--- src/rtl/fv_enc_mult_sched.sv ---
// Round-robin scheduler for the shared FV-encryption polynomial multiplier.
// Latency: grant and first ld_valid 1 cycle after a qualifying req; job = 2N+3 cycles + multiplier time.
// Backpressure: req is a level held until done; no grant while locked=0; mul_done is awaited only in WAIT.
//
// Optional watchdog: define FV_ENC_MULT_SCHED_TIMEOUT_EN to bound WAIT to TO_CYCLES cycles.
// Ports:
//   clk, rst (async active-high), locked (no new grant while low)
//   req/grant/done   : per-requester level request, one-hot owner, one-cycle completion pulse
//   ld_valid/ld_idx  : operand coefficient load strobe and index
//   mul_start/mul_done : multiplier start pulse and completion pulse
//   rd_valid/rd_idx  : result coefficient read strobe and index
//   busy, err        : not-IDLE flag, sticky watchdog error
module fv_enc_mult_sched #(
  parameter int N         = 16,
  parameter int NREQ      = 2,
  parameter int TO_CYCLES = 4096
) (
  input  logic                 clk,
  input  logic                 rst,
  input  logic                 locked,
  input  logic [NREQ-1:0]      req,
  output logic [NREQ-1:0]      grant,
  output logic                 ld_valid,
  output logic [$clog2(N)-1:0] ld_idx,
  output logic                 mul_start,
  input  logic                 mul_done,
  output logic                 rd_valid,
  output logic [$clog2(N)-1:0] rd_idx,
  output logic [NREQ-1:0]      done,
  output logic                 busy,
  output logic                 err
);

  localparam int IW = $clog2(N);
  localparam int PW = (NREQ > 1) ? $clog2(NREQ) : 1;
  localparam logic [IW-1:0] IDX_LAST = IW'(N - 1);
  localparam logic [PW-1:0] PTR_LAST = PW'(NREQ - 1);

  typedef enum logic [2:0] {IDLE, LOAD, START, WAIT, DRAIN, RELEASE} state_t;

  state_t          state_q, state_d;
  logic [PW-1:0]   ptr_q, ptr_d, owner_q, owner_d;
  logic [NREQ-1:0] grant_d, done_d;
  logic            ld_valid_d, mul_start_d, rd_valid_d;
  logic [IW-1:0]   ld_idx_d, rd_idx_d;
  logic            found;
  logic [PW-1:0]   pick;
  int              cand;
  logic            timeout;

  // Round-robin search: first set req bit at or above the pointer, wrapping.
  always_comb begin
    found = 1'b0;
    pick  = '0;
    cand  = 0;
    for (int i = 0; i < NREQ; i++) begin
      cand = int'(ptr_q) + i;
      if (cand >= NREQ) cand = cand - NREQ;
      if (!found && req[cand[PW-1:0]]) begin
        found = 1'b1;
        pick  = PW'(cand);
      end
    end
  end

`ifdef FV_ENC_MULT_SCHED_TIMEOUT_EN
  localparam int CW = $clog2(TO_CYCLES + 1);
  logic [CW-1:0] wcnt_q;
  logic          err_d;

  // wcnt_q holds the number of WAIT cycles already elapsed; the TO_CYCLES-th
  // WAIT cycle without mul_done is the one that trips the watchdog.
  assign timeout = (state_q == WAIT) && (wcnt_q == CW'(TO_CYCLES - 1));

  always_ff @(posedge clk or posedge rst) begin
    if (rst) begin
      wcnt_q <= '0;
      err    <= 1'b0;
    end else begin
      wcnt_q <= (state_q == WAIT) ? wcnt_q + CW'(1) : '0;
      err    <= err_d;
    end
  end
`else
  // Watchdog compiled out: never fires, err is constant low.
  assign timeout = 1'b0 && (TO_CYCLES > 0);
  assign err     = 1'b0;
`endif

  always_comb begin
    state_d     = state_q;
    grant_d     = grant;
    owner_d     = owner_q;
    ptr_d       = ptr_q;
    ld_valid_d  = 1'b0;
    ld_idx_d    = '0;
    mul_start_d = 1'b0;
    rd_valid_d  = 1'b0;
    rd_idx_d    = '0;
    done_d      = '0;
`ifdef FV_ENC_MULT_SCHED_TIMEOUT_EN
    err_d       = err;
`endif
    case (state_q)
      IDLE: begin
        if (locked && found) begin
          state_d    = LOAD;
          grant_d    = NREQ'(1) << pick;
          owner_d    = pick;
          ld_valid_d = 1'b1;
        end
      end
      LOAD: begin
        if (ld_idx == IDX_LAST) begin
          state_d     = START;
          mul_start_d = 1'b1;
        end else begin
          ld_valid_d = 1'b1;
          ld_idx_d   = ld_idx + IW'(1);
        end
      end
      // mul_done here coincides with mul_start and is deliberately not looked at.
      START: state_d = WAIT;
      WAIT: begin
        if (mul_done) begin
          state_d    = DRAIN;
          rd_valid_d = 1'b1;
        end else if (timeout) begin
          // Release the owner without draining so it cannot hang.
          state_d = RELEASE;
          done_d  = grant;
`ifdef FV_ENC_MULT_SCHED_TIMEOUT_EN
          err_d   = 1'b1;
`endif
        end
      end
      DRAIN: begin
        if (rd_idx == IDX_LAST) begin
          state_d = RELEASE;
          done_d  = grant;
        end else begin
          rd_valid_d = 1'b1;
          rd_idx_d   = rd_idx + IW'(1);
        end
      end
      RELEASE: begin
        state_d = IDLE;
        grant_d = '0;
        ptr_d   = (owner_q == PTR_LAST) ? '0 : owner_q + PW'(1);
      end
      default: state_d = IDLE;
    endcase
  end

  always_ff @(posedge clk or posedge rst) begin
    if (rst) begin
      state_q   <= IDLE;
      grant     <= '0;
      owner_q   <= '0;
      ptr_q     <= '0;
      ld_valid  <= 1'b0;
      ld_idx    <= '0;
      mul_start <= 1'b0;
      rd_valid  <= 1'b0;
      rd_idx    <= '0;
      done      <= '0;
      busy      <= 1'b0;
    end else begin
      state_q   <= state_d;
      grant     <= grant_d;
      owner_q   <= owner_d;
      ptr_q     <= ptr_d;
      ld_valid  <= ld_valid_d;
      ld_idx    <= ld_idx_d;
      mul_start <= mul_start_d;
      rd_valid  <= rd_valid_d;
      rd_idx    <= rd_idx_d;
      done      <= done_d;
      busy      <= (state_d != IDLE);
    end
  end

endmodule

--- config.mk ---
export PLATFORM = sky130hd
export DESIGN_NAME = fv_enc_mult_sched
export DESIGN_NICKNAME = d
export VERILOG_FILES = /design/src/rtl/fv_enc_mult_sched.sv
export SDC_FILE = /design/constraint.sdc
export NUM_CORES = 1
export LEC_CHECK = 0
export CORE_MARGIN = 2
export CORE_UTILIZATION = 30
export DETAILED_ROUTE_END_ITERATION = 8
export SLEW_MARGIN = 40
export SYNTH_ARGS = -nofsm -noshare
export SYNTH_HDL_FRONTEND = slang
export SYNTH_SLANG_ARGS = --single-unit
--- constraint.sdc ---
create_clock -name clk -period 3.4 [get_ports clk]
set_clock_uncertainty 0.2 [all_clocks]
set_input_delay 0.85 -clock clk [delete_from_list [all_inputs] [get_ports clk]]
set_output_delay 0.85 -clock clk [all_outputs]
set_load 0.01 [all_outputs]
## After elaboration in Yosys (flattened, before gate mapping)

Cells that the tools add are included.

| storage, ports and cells | value |
|---|---|
| bits in registers | 21 |
| bits of input ports | 6 |
| output and inout bits | 17 |
| logic and storage cells | 70 |

| cells by class | value |
|---|---|
| $add $sub $neg | 6 |
| $lt $le $gt $ge | 4 |
| equality and inequality tests | 8 |
| shifts and indexed selects | 1 |
| multiplexer cells | 32 |
| reductions and logical operators | 8 |

Operators by type and width:

| kind | number |
|---|---|
| 1-bit two-way mux | 17 |
| 4-bit two-way mux | 4 |
| 3-bit case mux with 5 select lines | 1 |
| 3-bit two-way mux | 4 |
| 4-bit by 1-bit adder with 4-bit output, second input constant | 2 |
| 4-bit == test, second input constant | 2 |
| 3-bit by 2-bit == test with 1-bit output, second input constant | 2 |
| 3-bit == test, second input constant | 2 |
| 2-bit two-way mux | 3 |
| 1-bit by 2-bit < comparator with 1-bit output, second input constant | 2 |
| 1-bit case mux with 2 select lines | 2 |
| 2-bit case mux with 2 select lines | 1 |
| 2-bit AND reduction | 2 |
| 3-bit by 1-bit == test with 1-bit output, second input constant | 1 |
| 3-bit zero test | 1 |
| 3-bit nonzero test | 1 |
| 1-bit by 1-bit adder with 2-bit output, second input constant | 1 |
| 1-bit by 2-bit greater-or-equal comparator with 1-bit output, second input constant | 1 |
| 2-bit greater-or-equal comparator, second input constant | 1 |
| 1-bit logical AND | 2 |
| 2-bit inequality test, second input constant | 1 |
| 2-bit nonzero test | 1 |
| 1-bit by 1-bit << shifter with 2-bit output, first input constant | 1 |
| 1-bit subtractor, second input constant | 2 |
| 2 further kinds | 2 |

## Longest topological paths before layout

Gate-level depths: netlist of the first run.

| depth | value |
|---|---|
| word-level depth | 12 |
| depth in mapped cells | 4 |
| depth with buffers taken out | 4 |

## Worst setup path after synthesis of the first run

No wires, ideal clock.

| timing | value |
|---|---|
| kind | input port to flip-flop |
| from | input req[1] |
| to | register busy |
| arrival | 1.496 ns |
| setup slack | 1.562 ns |
| stages on the path | 3 |
| cell sequence | or2_2 > a22oi_1 > nand4_1 |

| between the ends | value |
|---|---|
| word-level cells in the longest chain between the ends | 10 |

Ends and longest elaborated chain:

| item | RTL line | text |
|---|---|---|
| start: declaration | 21 | `input logic [NREQ-1:0] req,` |
| 1-bit two-way mux (implied by the code) (2 in a row) | 59 | `if (!found && req[cand[PW-1:0]]) begin` |
| 1-bit two-way mux | 59 |  |
| 1-bit zero test | 59 |  |
| 1-bit logical AND | 59 |  |
| 1-bit two-way mux * | 59 |  |
| 1-bit logical AND * | 106 | `if (locked && found) begin` |
| 3-bit two-way mux * | 106 |  |
| 3-bit case mux with 5 select lines * | 104 | `case (state_q)` |
| 3-bit nonzero test * | 179 | `busy <= (state_d != IDLE);` |
| end signal: assignment | 179 |  |
| end: declaration | 30 | `output logic busy,` |

Every way passes the cells marked *; elsewhere a longest branch is shown, timed or not. The select of a mux whose other input is x is not followed.
A chain may end at the register's enable or synchronous reset.

## Worst setup path in the final report of the first run

| timing | value |
|---|---|
| from | register ld_idx[2] |
| to | output ld_idx[2] |

RTL lines:

| item | RTL line | text |
|---|---|---|
| start: declaration | 24 | `output logic [$clog2(N)-1:0] ld_idx,` |
| start signal: assignment | 174 | `ld_idx <= ld_idx_d;` |

No word-level cell between the ends.

==> impl_results.html, run 1 <==
<table>
<tr><th>Metric</th><th>Value</th></tr>
<tr><th colspan="2">Setup path</th></tr>
<tr><td>Crit-path max cell delay</td><td>approximately 0.56 ns</td></tr>
<tr><td>Crit path max-delay family</td><td>buffers and inverters</td></tr>
<tr><td>Signal arrival time at the worst endpoint</td><td>about 1.3 ns</td></tr>
<tr><td>Crit path launch type</td><td>flip-flop</td></tr>
<tr><td>Critical-path cell with the highest stage delay</td><td>clkdlybuf4s50_1</td></tr>
<tr><td>Required arrival time at the worst endpoint</td><td>roughly 2.4 ns</td></tr>
<tr><td>Series of cell instances along the critical path</td><td>clkdlybuf4s50_1</td></tr>
<tr><td>Buffers plus inverters on the worst setup path</td><td>1</td></tr>
<tr><td>Kind of capture point of the worst setup path</td><td>primary output</td></tr>
<tr><td>Worst setup path class</td><td>flip-flop to primary output</td></tr>
<tr><td>Critical-path maximum fanout</td><td>4</td></tr>
<tr><th colspan="2">Cells and area</th></tr>
<tr><td>Fraction of final layout cells with drive strength greater than 1</td><td>0.0777</td></tr>
<tr><td>Filler instances</td><td>281</td></tr>
<tr><td>End-of-flow core utilization</td><td>0.413</td></tr>
<tr><td>Final nets</td><td>~110</td></tr>
<tr><td>Layout-stage area growth over the synthesis result</td><td>28.6%</td></tr>
<tr><td>Number of diodes</td><td>0</td></tr>
<tr><th colspan="2">Synthesis</th></tr>
<tr><td>Mean instance size in the synthesized netlist</td><td>11.1 µm²</td></tr>
<tr><td>Fraction of synthesis flops using an asynchronous set or reset pin</td><td>1.00</td></tr>
<tr><td>Share of the synthesized area in the top cell type</td><td>0.583</td></tr>
<tr><td>Sequential element share of the synthesized area</td><td>0.583</td></tr>
<tr><td>Most frequently used flop master after synthesis</td><td>dfrtp_1</td></tr>
<tr><td>Number of nets in the synthesized netlist</td><td>89</td></tr>
<tr><td>Syn Std Cell Area</td><td>902 µm²</td></tr>
<tr><td>Cell types with the largest area share after synthesis</td><td>dfrtp_1 58%, nand2_1 3.7%, nor2_1 3.3%</td></tr>
<tr><td>Flop and latch count out of synthesis</td><td>21</td></tr>
<tr><td>Count of unique library cells instantiated by Yosys</td><td>32</td></tr>
<tr><td>Ys Warns</td><td>0</td></tr>
<tr><td>Number of flops mapped to enable cells by yosys</td><td>0</td></tr>
<tr><td>Mapped Cells</td><td>81</td></tr>
<tr><td>Commonest cells in the netlist</td><td>21 x dfrtp_1, 9 x nand2_1, 8 x nor2_1</td></tr>
<tr><td>Most instantiated library cell after synthesis</td><td>dfrtp_1</td></tr>
<tr><td>Dominant cell type by area after synthesis</td><td>dfrtp_1</td></tr>
<tr><th colspan="2">Clock network</th></tr>
<tr><td>CTS max path bufs</td><td>2</td></tr>
<tr><td>Setup repair bufs after CTS</td><td>0</td></tr>
<tr><td>Num Clock Sinks</td><td>21</td></tr>
<tr><td>CTS clk-pin slew, worst paths</td><td>0.11 ns</td></tr>
<tr><td>CTS Hold Buffers Added</td><td>0</td></tr>
<tr><td>TritonCTS Buffers</td><td>3</td></tr>
<tr><td>Insertion delay of the later-clocked pin in the worst-skew pair</td><td>slightly below 0.3 ns</td></tr>
<tr><td>Resize count post-CTS</td><td>0</td></tr>
<tr><td>Clock Tree Root</td><td>clkbuf_4</td></tr>
<tr><td>TritonCTS clock tree</td><td>yes</td></tr>
<tr><td>Number of H-tree levels</td><td>1</td></tr>
<tr><th colspan="2">Route</th></tr>
<tr><td>Iteration-0 DRC Markers</td><td>8</td></tr>
<tr><td>Post-detailed-routing wire length</td><td>approximately 1600 µm</td></tr>
<tr><td>Vias/cell</td><td>4.63</td></tr>
<tr><td>Count of TritonRoute iterations in the first routing pass</td><td>5</td></tr>
<tr><td>DRC violation count after routing</td><td>3</td></tr>
<tr><td>Via count of the routed design</td><td>620</td></tr>
<tr><td>Routed length per placed instance</td><td>12.1 µm</td></tr>
<tr><td>Number of nets with antenna violations after routing</td><td>0</td></tr>
<tr><th colspan="2">Timing</th></tr>
<tr><td>Hold Violations, Final</td><td>0</td></tr>
<tr><td>Number of max-slew violations in the final report</td><td>0</td></tr>
<tr><td>Final-report setup violation count</td><td>0</td></tr>
<tr><td>Setup repair after global routing missed its margin</td><td>false</td></tr>
<tr><td>Setup TNS after final layout</td><td>0 ns</td></tr>
<tr><td>Crit share post-route</td><td>0.686</td></tr>
<tr><td>Post-route worst setup slack</td><td>around 1.1 ns</td></tr>
<tr><td>Time the worst path needs with I/O delays and setup</td><td>between 2 and 2.5 ns</td></tr>
<tr><td>Timing-limited maximum frequency</td><td>429 MHz</td></tr>
<tr><th colspan="2">Die</th></tr>
<tr><td>Die ar.</td><td>3460 µm²</td></tr>
<tr><td>Standard cell core area</td><td>between 2000 and 3000 µm²</td></tr>
<tr><td>Number of top-level pins</td><td>23</td></tr>
<tr><td>Core Rows</td><td>19</td></tr>
<tr><td>Chip width</td><td>around 59 µm</td></tr>
<tr><td>Starting utilization of the core area</td><td>0.322</td></tr>
<tr><td>Vertical die dimension</td><td>58.8 µm</td></tr>
<tr><th colspan="2">GRT</th></tr>
<tr><td>Wire length of the first global-routing pass</td><td>~2700 µm</td></tr>
<tr><td>Number of global-route vias before repair</td><td>about 630</td></tr>
<tr><td>Total grt overflow</td><td>0</td></tr>
<tr><td>Overall routing resource usage</td><td>0.104</td></tr>
<tr><td>Maximum number of pins on one net before global-route repair</td><td>22</td></tr>
<tr><td>Number of antenna violations at the first check in global routing</td><td>0</td></tr>
<tr><th colspan="2">Placed design</th></tr>
<tr><td># port buffers</td><td>21</td></tr>
<tr><td>Placer congestion estimate</td><td>roughly 0.76</td></tr>
<tr><td>Minimum setup slack after placement</td><td>1.06 ns</td></tr>
<tr><td>Half-perimeter wire length after placement</td><td>1240 µm</td></tr>
<tr><th colspan="2">Flow run</th></tr>
<tr><td>Max-capacitance violation count</td><td>0</td></tr>
<tr><th colspan="2">Run status</th></tr>
<tr><td>Result of the run</td><td>finished, violations left</td></tr>
<tr><td>Failing checks</td><td>design-rule violations</td></tr>
<tr><th colspan="2">Power and ir drop</th></tr>
<tr><td>Power per standard cell area</td><td>around 650 nW/µm²</td></tr>
<tr><td>Worst voltage drop across the vdd grid</td><td>0.342 mV</td></tr>
<tr><td>Fraction of power consumed by combinational cells</td><td>0.351</td></tr>
<tr><td>Clock share of power</td><td>0.153</td></tr>
<tr><td>Switching power as a share of total power</td><td>0.321</td></tr>
<tr><td>Portion of total power attributed to sequential cells</td><td>0.496</td></tr>
<tr><td>Switching pwr</td><td>approximately 0.24 mW</td></tr>
<tr><td>Static Leak</td><td>around 0.54 nW</td></tr>
<tr><td>Internal power of the cells</td><td>around 0.5 mW</td></tr>
<tr><th colspan="2">Worst hold path</th></tr>
<tr><td>Min-delay worst type</td><td>flip-flop to flip-flop</td></tr>
</table>
## cell families (layout without fill, tap and decap cells)
family	Yosys count	in the layout	synth area share
fa+ha+maj	2	2	0.0277
flops	21	21	0.583
simple gates	40	40	0.261
compound gates	7	7	0.0541
other cells	1	1	0.00416
buf+inv	6	28	0.0319
xor+xnor	4	4	0.0388
## placed cells by master (no fill, tap or decap), types with 2 or more instances in the layout
cell type,n
clkdlybuf4s50_1,21
ha_1,2
xnor2_1,2
nand2_1,9
nor2_1,8
nand3_1,4
nor3b_1,2
clkbuf_4,3
dfrtp_1,21
xor2_1,2
nand3b_1,2
inv_1,2
and2_1,4
## registers in the layout (all words and copies together), names as in the netlist, 2 cells and up
register	cells
ld_idx	4
rd_idx	4
state_q	3
done	2
grant	2
## power groups by stage
stage	logic, mW	registers, mW	clock network (mW)
finish	0.266	0.375	0.116
global route	0.298	0.386	0.138
CTS	0.271	0.377	0.121
detailed placement	0.270	0.382	0
global placement	0.267	0.379	0
floorplan	0.151	0.376	0
## per-stage QoR
step / cells / power (mW) / hold WS, ns / area, µm²
3_5_place_dp: 130 / 0.651 / 0.269 / 1130
6_report: 134 / 0.757 / 0.286 / 1160
4_1_cts: 134 / 0.769 / 0.288 / 1160
3_3_place_gp: 130 / 0.645 / 0.251 / 1130
2_1_floorplan: 81 / 0.527 / 0.237 / 902
5_1_grt: 134 / 0.822 / 0.318 / 1160
## per-layer routing
metal	up-vias	GRT usage	part of all wire
met5	-	0	0
met1	294	0.136	0.46
met4	0	0.0487	0.0049
met2	13	0.165	0.48
li1	311	-	-
met3	2	0.0220	0.049
## path summary, 6_finish.rpt
check / from / to / slack, ns / cells after the start
max in group asynchronous: rst / state_q[1] / 2.05 / 2
hold / removal: owner_q / ptr_q / 0.29 / 1
setup reg to reg: state_q[0] / grant[1] / 1.85 / 3
min in group asynchronous: rst / rd_valid / 0.66 / 2
hold reg to reg: owner_q / ptr_q / 0.29 / 1
setup / recovery: ld_idx[2] / ld_idx[2] / 1.07 / 1
## layout make-up
class / count / area [µm²] / share of cell area
Timing Repair Buffer: 21 / 210 / 0.181
Inverter: 3 / 11.3 / 0.00971
Multi-Input combinational cell: 54 / 348 / 0.300
Tap cell: 31 / 38.8 / 0.0334
Clock buffer: 4 / 26.3 / 0.0227
Sequential cell: 21 / 526 / 0.453
Power figures use the tool's default switching activity.
==> inputs of run 2 (changes only) <==
clock period = 2.15 ns   (was 3.4 ns; I/O delays follow)
==> run 2 against run 1 <==
Effect of this change: non-clock buffer count up 1; via count up 3.9%; highest routed layer unchanged; largest cell class unchanged; register-to-register slack got worse by 1.3 ns; worst hold slack got worse by 0.0068 ns; critical endpoint is now ld_idx[0]; count of clock-buffer cells in the layout unchanged; the flow still finishes with violations (design-rule violations); first-iteration DRC count down 38%; sequential share of layout area fell by 0.29 points.
==> impl_results.html, run 2 (synthesized netlist as in run 1, its figures left out) <==
<table>
<tr><th>Metric</th><th>Value</th></tr>
<tr><th colspan="2">Run status</th></tr>
<tr><td>Result of the run</td><td>finished, violations left</td></tr>
<tr><td>Failing checks</td><td>design-rule violations</td></tr>
<tr><th colspan="2">Power and ir drop</th></tr>
<tr><td>Tot Pwr</td><td>1.20 mW (+58%)</td></tr>
<tr><td>Power per standard cell area</td><td>1030 nW/µm² (+57%)</td></tr>
<tr><td>Worst voltage drop across the vdd grid</td><td>0.444 mV (+30%)</td></tr>
<tr><td>Static Leak</td><td>0.548 nW (+1.1%)</td></tr>
<tr><th colspan="2">Die</th></tr>
<tr><td>Core Rows</td><td>19 (unchanged)</td></tr>
<tr><td>Chip width</td><td>58.8 µm (unchanged)</td></tr>
<tr><td>Starting utilization of the core area</td><td>0.322 (unchanged)</td></tr>
<tr><td>Standard cell core area</td><td>2810 µm² (unchanged)</td></tr>
<tr><td>Vertical die dimension</td><td>58.8 µm (unchanged)</td></tr>
<tr><td>Die ar.</td><td>3460 µm² (unchanged)</td></tr>
<tr><td>Number of top-level pins</td><td>23 (unchanged)</td></tr>
<tr><th colspan="2">Route</th></tr>
<tr><td>Via count of the routed design</td><td>644 (+3.9%)</td></tr>
<tr><td>Number of nets with antenna violations after routing</td><td>0 (unchanged)</td></tr>
<tr><td>DRC violation count after routing</td><td>3 (unchanged)</td></tr>
<tr><td>Count of TritonRoute iterations in the first routing pass</td><td>5 (unchanged)</td></tr>
<tr><td>Vias/cell</td><td>4.77 (+3.1%)</td></tr>
<tr><td>Iteration-0 DRC Markers</td><td>5 (-3)</td></tr>
<tr><td>Post-detailed-routing wire length</td><td>1620 µm (about the same)</td></tr>
<tr><td>Routed length per placed instance</td><td>12.0 µm (-0.80%)</td></tr>
<tr><th colspan="2">Clock network</th></tr>
<tr><td>TritonCTS Buffers</td><td>3 (unchanged)</td></tr>
<tr><td>CTS max path bufs</td><td>2 (unchanged)</td></tr>
<tr><td>CTS clk-pin slew, worst paths</td><td>0.11 ns (about the same)</td></tr>
<tr><td>TritonCTS clock tree</td><td>yes</td></tr>
<tr><td>Clock Tree Root</td><td>clkbuf_4</td></tr>
<tr><td>CTS Hold Buffers Added</td><td>0 (unchanged)</td></tr>
<tr><td>Resize count post-CTS</td><td>0 (unchanged)</td></tr>
<tr><td>Num Clock Sinks</td><td>21 (unchanged)</td></tr>
<tr><td>Setup repair bufs after CTS</td><td>0 (unchanged)</td></tr>
<tr><td>Number of H-tree levels</td><td>1 (unchanged)</td></tr>
<tr><td>Insertion delay of the later-clocked pin in the worst-skew pair</td><td>0.30 ns (about the same)</td></tr>
<tr><th colspan="2">GRT</th></tr>
<tr><td>Wire length of the first global-routing pass</td><td>2710 µm (+1.3%)</td></tr>
<tr><td>Total grt overflow</td><td>0 (unchanged)</td></tr>
<tr><td>Number of antenna violations at the first check in global routing</td><td>0 (unchanged)</td></tr>
<tr><td>Overall routing resource usage</td><td>0.106 (+0.00199)</td></tr>
<tr><td>Maximum number of pins on one net before global-route repair</td><td>22 (unchanged)</td></tr>
<tr><td>Number of global-route vias before repair</td><td>626 (unchanged)</td></tr>
<tr><th colspan="2">Setup path</th></tr>
<tr><td>Critical-path cell with the highest stage delay</td><td>clkdlybuf4s50_1</td></tr>
<tr><td>Source of the critical timing path</td><td>ld_idx[0]</td></tr>
<tr><td>Critical register-to-register path startpoint</td><td>state_q[0]</td></tr>
<tr><td>Signal arrival time at the worst endpoint</td><td>1.28 ns (about the same)</td></tr>
<tr><td>Kind of capture point of the worst setup path</td><td>primary output</td></tr>
<tr><td>Crit path launch type</td><td>flip-flop</td></tr>
<tr><td>Series of cell instances along the critical path</td><td>clkdlybuf4s50_1</td></tr>
<tr><td>Crit path max-delay family</td><td>buffers and inverters</td></tr>
<tr><td>Crit-path max cell delay</td><td>0.56 ns (about the same)</td></tr>
<tr><td>Worst setup path class</td><td>flip-flop to primary output</td></tr>
<tr><td>Total stage count of the critical path</td><td>1 (unchanged)</td></tr>
<tr><td>Slack of the worst reg-to-reg path</td><td>0.56 ns (-1.29 ns)</td></tr>
<tr><td>Critical path endpoint</td><td>ld_idx[0]</td></tr>
<tr><td>Critical-path maximum fanout</td><td>4 (unchanged)</td></tr>
<tr><td>Buffers plus inverters on the worst setup path</td><td>1 (unchanged)</td></tr>
<tr><td>R2R depth</td><td>3 (unchanged)</td></tr>
<tr><td>Required arrival time at the worst endpoint</td><td>1.41 ns (-0.94 ns)</td></tr>
<tr><td>R2r endpoint</td><td>grant[1]</td></tr>
<tr><th colspan="2">Placed design</th></tr>
<tr><td>Cell area reported after detailed placement</td><td>1140 µm² (+0.66%)</td></tr>
<tr><td>Minimum setup slack after placement</td><td>0.120 ns (-0.935 ns)</td></tr>
<tr><td>Placer congestion estimate</td><td>0.757 (about the same)</td></tr>
<tr><td>Half-perimeter wire length after placement</td><td>1220 µm (-1.7%)</td></tr>
<tr><td># port buffers</td><td>21 (unchanged)</td></tr>
<tr><th colspan="2">Cells and area</th></tr>
<tr><td>Final std cell area, no fill</td><td>1170 µm² (+0.65%)</td></tr>
<tr><td>Registers with the most flip-flops</td><td>ld_idx: 4 flops, rd_idx: 4 flops, state_q: 3 flops</td></tr>
<tr><td>Number of diodes</td><td>0 (unchanged)</td></tr>
<tr><td>Most frequent cells in the layout</td><td>21 x dfrtp_1, 21 x clkdlybuf4s50_1, 9 x nand2_1</td></tr>
<tr><td>Fraction of final layout cells with drive strength greater than 1</td><td>0.0769 (-0.000747)</td></tr>
<tr><td>Filler instances</td><td>279 (-0.71%)</td></tr>
<tr><td>Layout-stage area growth over the synthesis result</td><td>29.4%</td></tr>
<tr><td>Final nets</td><td>113 (+0.89%)</td></tr>
<tr><th colspan="2">Timing</th></tr>
<tr><td>Time the worst path needs with I/O delays and setup</td><td>2.01 ns</td></tr>
<tr><td>Hold Violations, Final</td><td>0 (unchanged)</td></tr>
<tr><td>Timing-limited maximum frequency</td><td>a little under 500 MHz</td></tr>
<tr><td>Hold Slack</td><td>0.279 ns (-0.00682 ns)</td></tr>
<tr><td>Final-report setup violation count</td><td>0 (unchanged)</td></tr>
<tr><td>Crit share post-route</td><td>0.936</td></tr>
<tr><td>Post-route worst setup slack</td><td>0.137 ns (-0.931 ns)</td></tr>
<tr><td>Number of max-slew violations in the final report</td><td>0 (unchanged)</td></tr>
<tr><td>Setup TNS after final layout</td><td>0 ns (unchanged)</td></tr>
<tr><td>Setup repair after global routing missed its margin</td><td>false</td></tr>
<tr><th colspan="2">Worst hold path</th></tr>
<tr><td>Min-delay worst type</td><td>flip-flop to flip-flop</td></tr>
<tr><th colspan="2">Flow run</th></tr>
<tr><td>Max-capacitance violation count</td><td>0 (unchanged)</td></tr>
</table>
-- run 2: worst min-delay path by stage --
stage / startpoint / to / slack (ns) / cells past startpoint
finish: owner_q / ptr_q / 0.28 / 1
CTS: owner_q / ptr_q / 0.29 / 1
detailed placement: ptr_q / ptr_q / 0.27 / 2
floorplan: owner_q / ptr_q / 0.24 / 1
global placement: owner_q / ptr_q / 0.25 / 1
global route: rd_idx[0] / rd_idx[0] / 0.33 / 1
-- run 2: cell type report --
class,instances,area (µm²),share of cell area
clock buffer,4,26.3,0.0225
inverter,3,11.3,0.00965
multi-input combinational,54,348,0.298
sequential,21,526,0.450
tap,31,38.8,0.0332
timing repair buffer,22,218,0.186
-- run 2: metal layers --
layer / GRT usage / part of all wire
met4: 0.0584 / 0.018
met5: 0 / 0
met3: 0.0264 / 0.047
met2: 0.168 / 0.47
met1: 0.132 / 0.46
-- run 2: stage by stage --
step | instances | util
after floorplan | 81 | -
after global placement | 131 | 0.407
after detailed placement | 131 | 0.407
after CTS | 135 | 0.416
after global routing | 135 | 0.416
final | 135 | 0.416
-- run 2: worst register-to-register path: stages, from the launching register on --
cell and delay (ns):
dfrtp_1 0.51, nor4b_4 0.42, and3_1 0.27, o21a_1 0.13
-- run 2: power by group --
group	total, mW	internal [mW]	switching, mW
Clock	0.184	0.0723	0.112
Sequential	0.594	0.498	0.0957
Combinational	0.421	0.244	0.176
==> inputs of run 3 (changes only) <==
CORE_UTILIZATION = 46   (was 30)
PLACE_DENSITY = 0.76   (was unset)
TNS_END_PERCENT = 10   (was unset)
==> run 3 against run 2 <==
Effect of this change: the run now ends clean; sequential cell count is the same; sequential power is essentially flat; design area is 0.32% lower; clock power hardly changed; sequential share of layout area grew 0.15 points; setup slack better by 0.0038 ns; worst hold slack lost 0.0021 ns; non-clock buffer count did not move; count of clock-buffer cells in the layout fell by 1; maximum frequency up 0.19%; power up 0.56%; largest cell class unchanged.
==> impl_results.html, run 3 (synthesized netlist as in run 1, its figures left out) <==
<table>
<tr><th>Metric</th><th>Value</th></tr>
<tr><th colspan="2">GRT</th></tr>
<tr><td>Number of antenna violations at the first check in global routing</td><td>0 (unchanged)</td></tr>
<tr><td>Met1 capacity usage during global routing</td><td>0.204 (+0.0715)</td></tr>
<tr><td>Gr busiest metal</td><td>met2</td></tr>
<tr><td>Overall routing resource usage</td><td>0.147 (+0.0406)</td></tr>
<tr><td>Met2 usage in global routing</td><td>0.218 (+0.0502)</td></tr>
<tr><td>Total grt overflow</td><td>0 (unchanged)</td></tr>
<tr><td>Maximum number of pins on one net before global-route repair</td><td>22 (unchanged)</td></tr>
<tr><td>Number of global-route vias before repair</td><td>554 (-12%)</td></tr>
<tr><td>Met3 track demand over resource</td><td>0.0333 (+0.00696)</td></tr>
<tr><td>Wire length of the first global-routing pass</td><td>2340 µm (-14%)</td></tr>
<tr><th colspan="2">Clock network</th></tr>
<tr><td>Insertion delay of the later-clocked pin in the worst-skew pair</td><td>0.30 ns (about the same)</td></tr>
<tr><td>CTS max path bufs</td><td>2 (unchanged)</td></tr>
<tr><td>Setup repair bufs after CTS</td><td>0 (unchanged)</td></tr>
<tr><td>CTS Hold Buffers Added</td><td>0 (unchanged)</td></tr>
<tr><td>CTS clk-pin slew, worst paths</td><td>0.12 ns (about the same)</td></tr>
<tr><td>Clock Tree Root</td><td>clkbuf_4</td></tr>
<tr><td>Number of H-tree levels</td><td>1 (unchanged)</td></tr>
<tr><td>TritonCTS clock tree</td><td>yes</td></tr>
<tr><td>Num Clock Sinks</td><td>21 (unchanged)</td></tr>
<tr><td>Resize count post-CTS</td><td>0 (unchanged)</td></tr>
<tr><td>TritonCTS Buffers</td><td>3 (unchanged)</td></tr>
<tr><th colspan="2">Worst hold path</th></tr>
<tr><td>Hold Crit Endpoint</td><td>ptr_q</td></tr>
<tr><td>Min-delay worst type</td><td>flip-flop to flip-flop</td></tr>
<tr><td>Hold_sp</td><td>owner_q</td></tr>
<tr><td>Hold depth</td><td>1 (unchanged)</td></tr>
<tr><th colspan="2">Die</th></tr>
<tr><td>Starting utilization of the core area</td><td>0.474 (+0.153)</td></tr>
<tr><td>Vertical die dimension</td><td>48.3 µm (-18%)</td></tr>
<tr><td>Die ar.</td><td>2330 µm² (-33%)</td></tr>
<tr><td>Core Rows</td><td>16 (-3)</td></tr>
<tr><td>Standard cell core area</td><td>1900 µm² (-32%)</td></tr>
<tr><td>Chip width</td><td>48.3 µm (-18%)</td></tr>
<tr><td>Number of top-level pins</td><td>23 (unchanged)</td></tr>
<tr><th colspan="2">Power and ir drop</th></tr>
<tr><td>Tot Pwr</td><td>1.20 mW (+0.56%)</td></tr>
<tr><td>Static Leak</td><td>0.550 nW (+0.50%)</td></tr>
<tr><td>Power per standard cell area</td><td>1040 nW/µm² (+0.88%)</td></tr>
<tr><td>Worst voltage drop across the vdd grid</td><td>0.623 mV (+40%)</td></tr>
<tr><th colspan="2">Route</th></tr>
<tr><td>Count of TritonRoute iterations in the first routing pass</td><td>4 (-1)</td></tr>
<tr><td>Routed length per placed instance</td><td>11.8 µm (-1.7%)</td></tr>
<tr><td>Post-detailed-routing wire length</td><td>1550 µm (-4.6%)</td></tr>
<tr><td>Via count of the routed design</td><td>631 (-2.0%)</td></tr>
<tr><td>Number of nets with antenna violations after routing</td><td>0 (unchanged)</td></tr>
<tr><td>Iteration-0 DRC Markers</td><td>7 (+2)</td></tr>
<tr><td>DRC violation count after routing</td><td>0 (-3)</td></tr>
<tr><td>Vias/cell</td><td>4.82 (+0.97%)</td></tr>
<tr><th colspan="2">Timing</th></tr>
<tr><td>Hold Violations, Final</td><td>0 (unchanged)</td></tr>
<tr><td>Timing-limited maximum frequency</td><td>498 MHz (+0.19%)</td></tr>
<tr><td>Setup TNS after final layout</td><td>0 ns (unchanged)</td></tr>
<tr><td>Setup repair after global routing missed its margin</td><td>false</td></tr>
<tr><td>Final-report setup violation count</td><td>0 (unchanged)</td></tr>
<tr><td>Number of max-slew violations in the final report</td><td>0 (unchanged)</td></tr>
<tr><td>Time the worst path needs with I/O delays and setup</td><td>2.01 ns (-0.00380 ns)</td></tr>
<tr><td>Hold Slack</td><td>0.277 ns (-0.00209 ns)</td></tr>
<tr><td>Crit share post-route</td><td>0.934 (-0.00177)</td></tr>
<tr><th colspan="2">Placed design</th></tr>
<tr><td>Half-perimeter wire length after placement</td><td>1150 µm (-6.2%)</td></tr>
<tr><td>Placer congestion estimate</td><td>0.709 (-6.4%)</td></tr>
<tr><td>Cell area reported after detailed placement</td><td>1140 µm² (-0.44%)</td></tr>
<tr><td># port buffers</td><td>21 (unchanged)</td></tr>
<tr><th colspan="2">Cells and area</th></tr>
<tr><td>Final std cell area, no fill</td><td>1160 µm² (-0.32%)</td></tr>
<tr><td>End-of-flow core utilization</td><td>0.612 (+0.196)</td></tr>
<tr><td>Final nets</td><td>113 (unchanged)</td></tr>
<tr><td>Number of diodes</td><td>0 (unchanged)</td></tr>
<tr><td>Registers with the most flip-flops</td><td>ld_idx: 4 flops, rd_idx: 4 flops, state_q: 3 flops</td></tr>
<tr><td>Layout-stage area growth over the synthesis result</td><td>29.0%</td></tr>
<tr><td>Filler instances</td><td>169 (-39%)</td></tr>
<tr><td>Most frequent cells in the layout</td><td>21 x dfrtp_1, 21 x clkdlybuf4s50_1, 9 x nand2_1</td></tr>
<tr><td>Fraction of final layout cells with drive strength greater than 1</td><td>0.0865 (+0.00962)</td></tr>
<tr><td>Total area of multi-input combinational cells</td><td>348 µm² (unchanged)</td></tr>
<tr><td>Register area</td><td>526 µm² (unchanged)</td></tr>
<tr><th colspan="2">Setup path</th></tr>
<tr><td>R2r endpoint</td><td>grant[1]</td></tr>
<tr><td>Kind of capture point of the worst setup path</td><td>primary output</td></tr>
<tr><td>Crit-path max cell delay</td><td>0.56 ns (about the same)</td></tr>
<tr><td>Critical-path cell with the highest stage delay</td><td>clkdlybuf4s50_1</td></tr>
<tr><td>Series of cell instances along the critical path</td><td>clkdlybuf4s50_1</td></tr>
<tr><td>Critical-path maximum fanout</td><td>4 (unchanged)</td></tr>
<tr><td>Buffers plus inverters on the worst setup path</td><td>1 (unchanged)</td></tr>
<tr><td>Signal arrival time at the worst endpoint</td><td>1.27 ns (about the same)</td></tr>
<tr><td>Worst setup path class</td><td>flip-flop to primary output</td></tr>
<tr><td>Critical register-to-register path startpoint</td><td>state_q[0]</td></tr>
<tr><td>Slack of the worst reg-to-reg path</td><td>0.56 ns (about the same)</td></tr>
<tr><td>Required arrival time at the worst endpoint</td><td>1.41 ns (about the same)</td></tr>
<tr><td>Crit path launch type</td><td>flip-flop</td></tr>
<tr><td>Crit path max-delay family</td><td>buffers and inverters</td></tr>
<tr><td>R2R depth</td><td>3 (unchanged)</td></tr>
<tr><th colspan="2">Flow run</th></tr>
<tr><td>Max-capacitance violation count</td><td>0 (unchanged)</td></tr>
<tr><th colspan="2">Run status</th></tr>
<tr><td>Result of the run</td><td>finished, final reports clean</td></tr>
</table>
run 3: cell types whose count changed in the layout (fill, tap and decap cells not counted), sizes merged:
cell / delta
clkinv: +1
clkbuf: -1
run 3: cell type report:
class,instances,share of cell area
clock inverter,1,0.00430
clock buffer,3,0.0194
timing repair buffer,22,0.187
tap,27,0.0290
sequential,21,0.452
multi-input combinational,54,0.299
inverter,3,0.00968
run 3: per-layer routing:
layer,up-vias,share of wire
met5,-,0
li1,310,-
met2,15,0.49
met3,2,0.049
met1,304,0.45
met4,0,0.0058
run 3: power breakdown:
part | switching (mW) | internal (mW) | total, mW | leakage [nW]
logic | 0.183 | 0.246 | 0.429 | 0.262
registers | 0.0929 | 0.498 | 0.591 | 0.270
clock network | 0.116 | 0.0693 | 0.185 | 0.0177
total | 0.392 | 0.813 | 1.20 | 0.550
run 3: metrics by stage:
stage               worst slack, ns  std cells
floorplan                     0.625         81
global placement              0.159        127
detailed placement            0.134        127
CTS                           0.116        131
global route                 0.0648        131
finish                        0.141        131
run 3: worst max-delay path by stage:
| stage | start | slack (ns) | cells after the start | endpoint |
|---|---|---|---|---|
| 2_1_floorplan | req[1] | 0.62 | 3 | busy |
| 6_report | rd_idx[2] | 0.14 | 1 | rd_idx[2] |
| 5_1_grt | rd_idx[2] | 0.06 | 1 | rd_idx[2] |
| 3_5_place_dp | req[1] | 0.13 | 4 | busy |
| 4_1_cts | rd_idx[2] | 0.12 | 1 | rd_idx[2] |
| 3_3_place_gp | req[1] | 0.16 | 4 | busy |
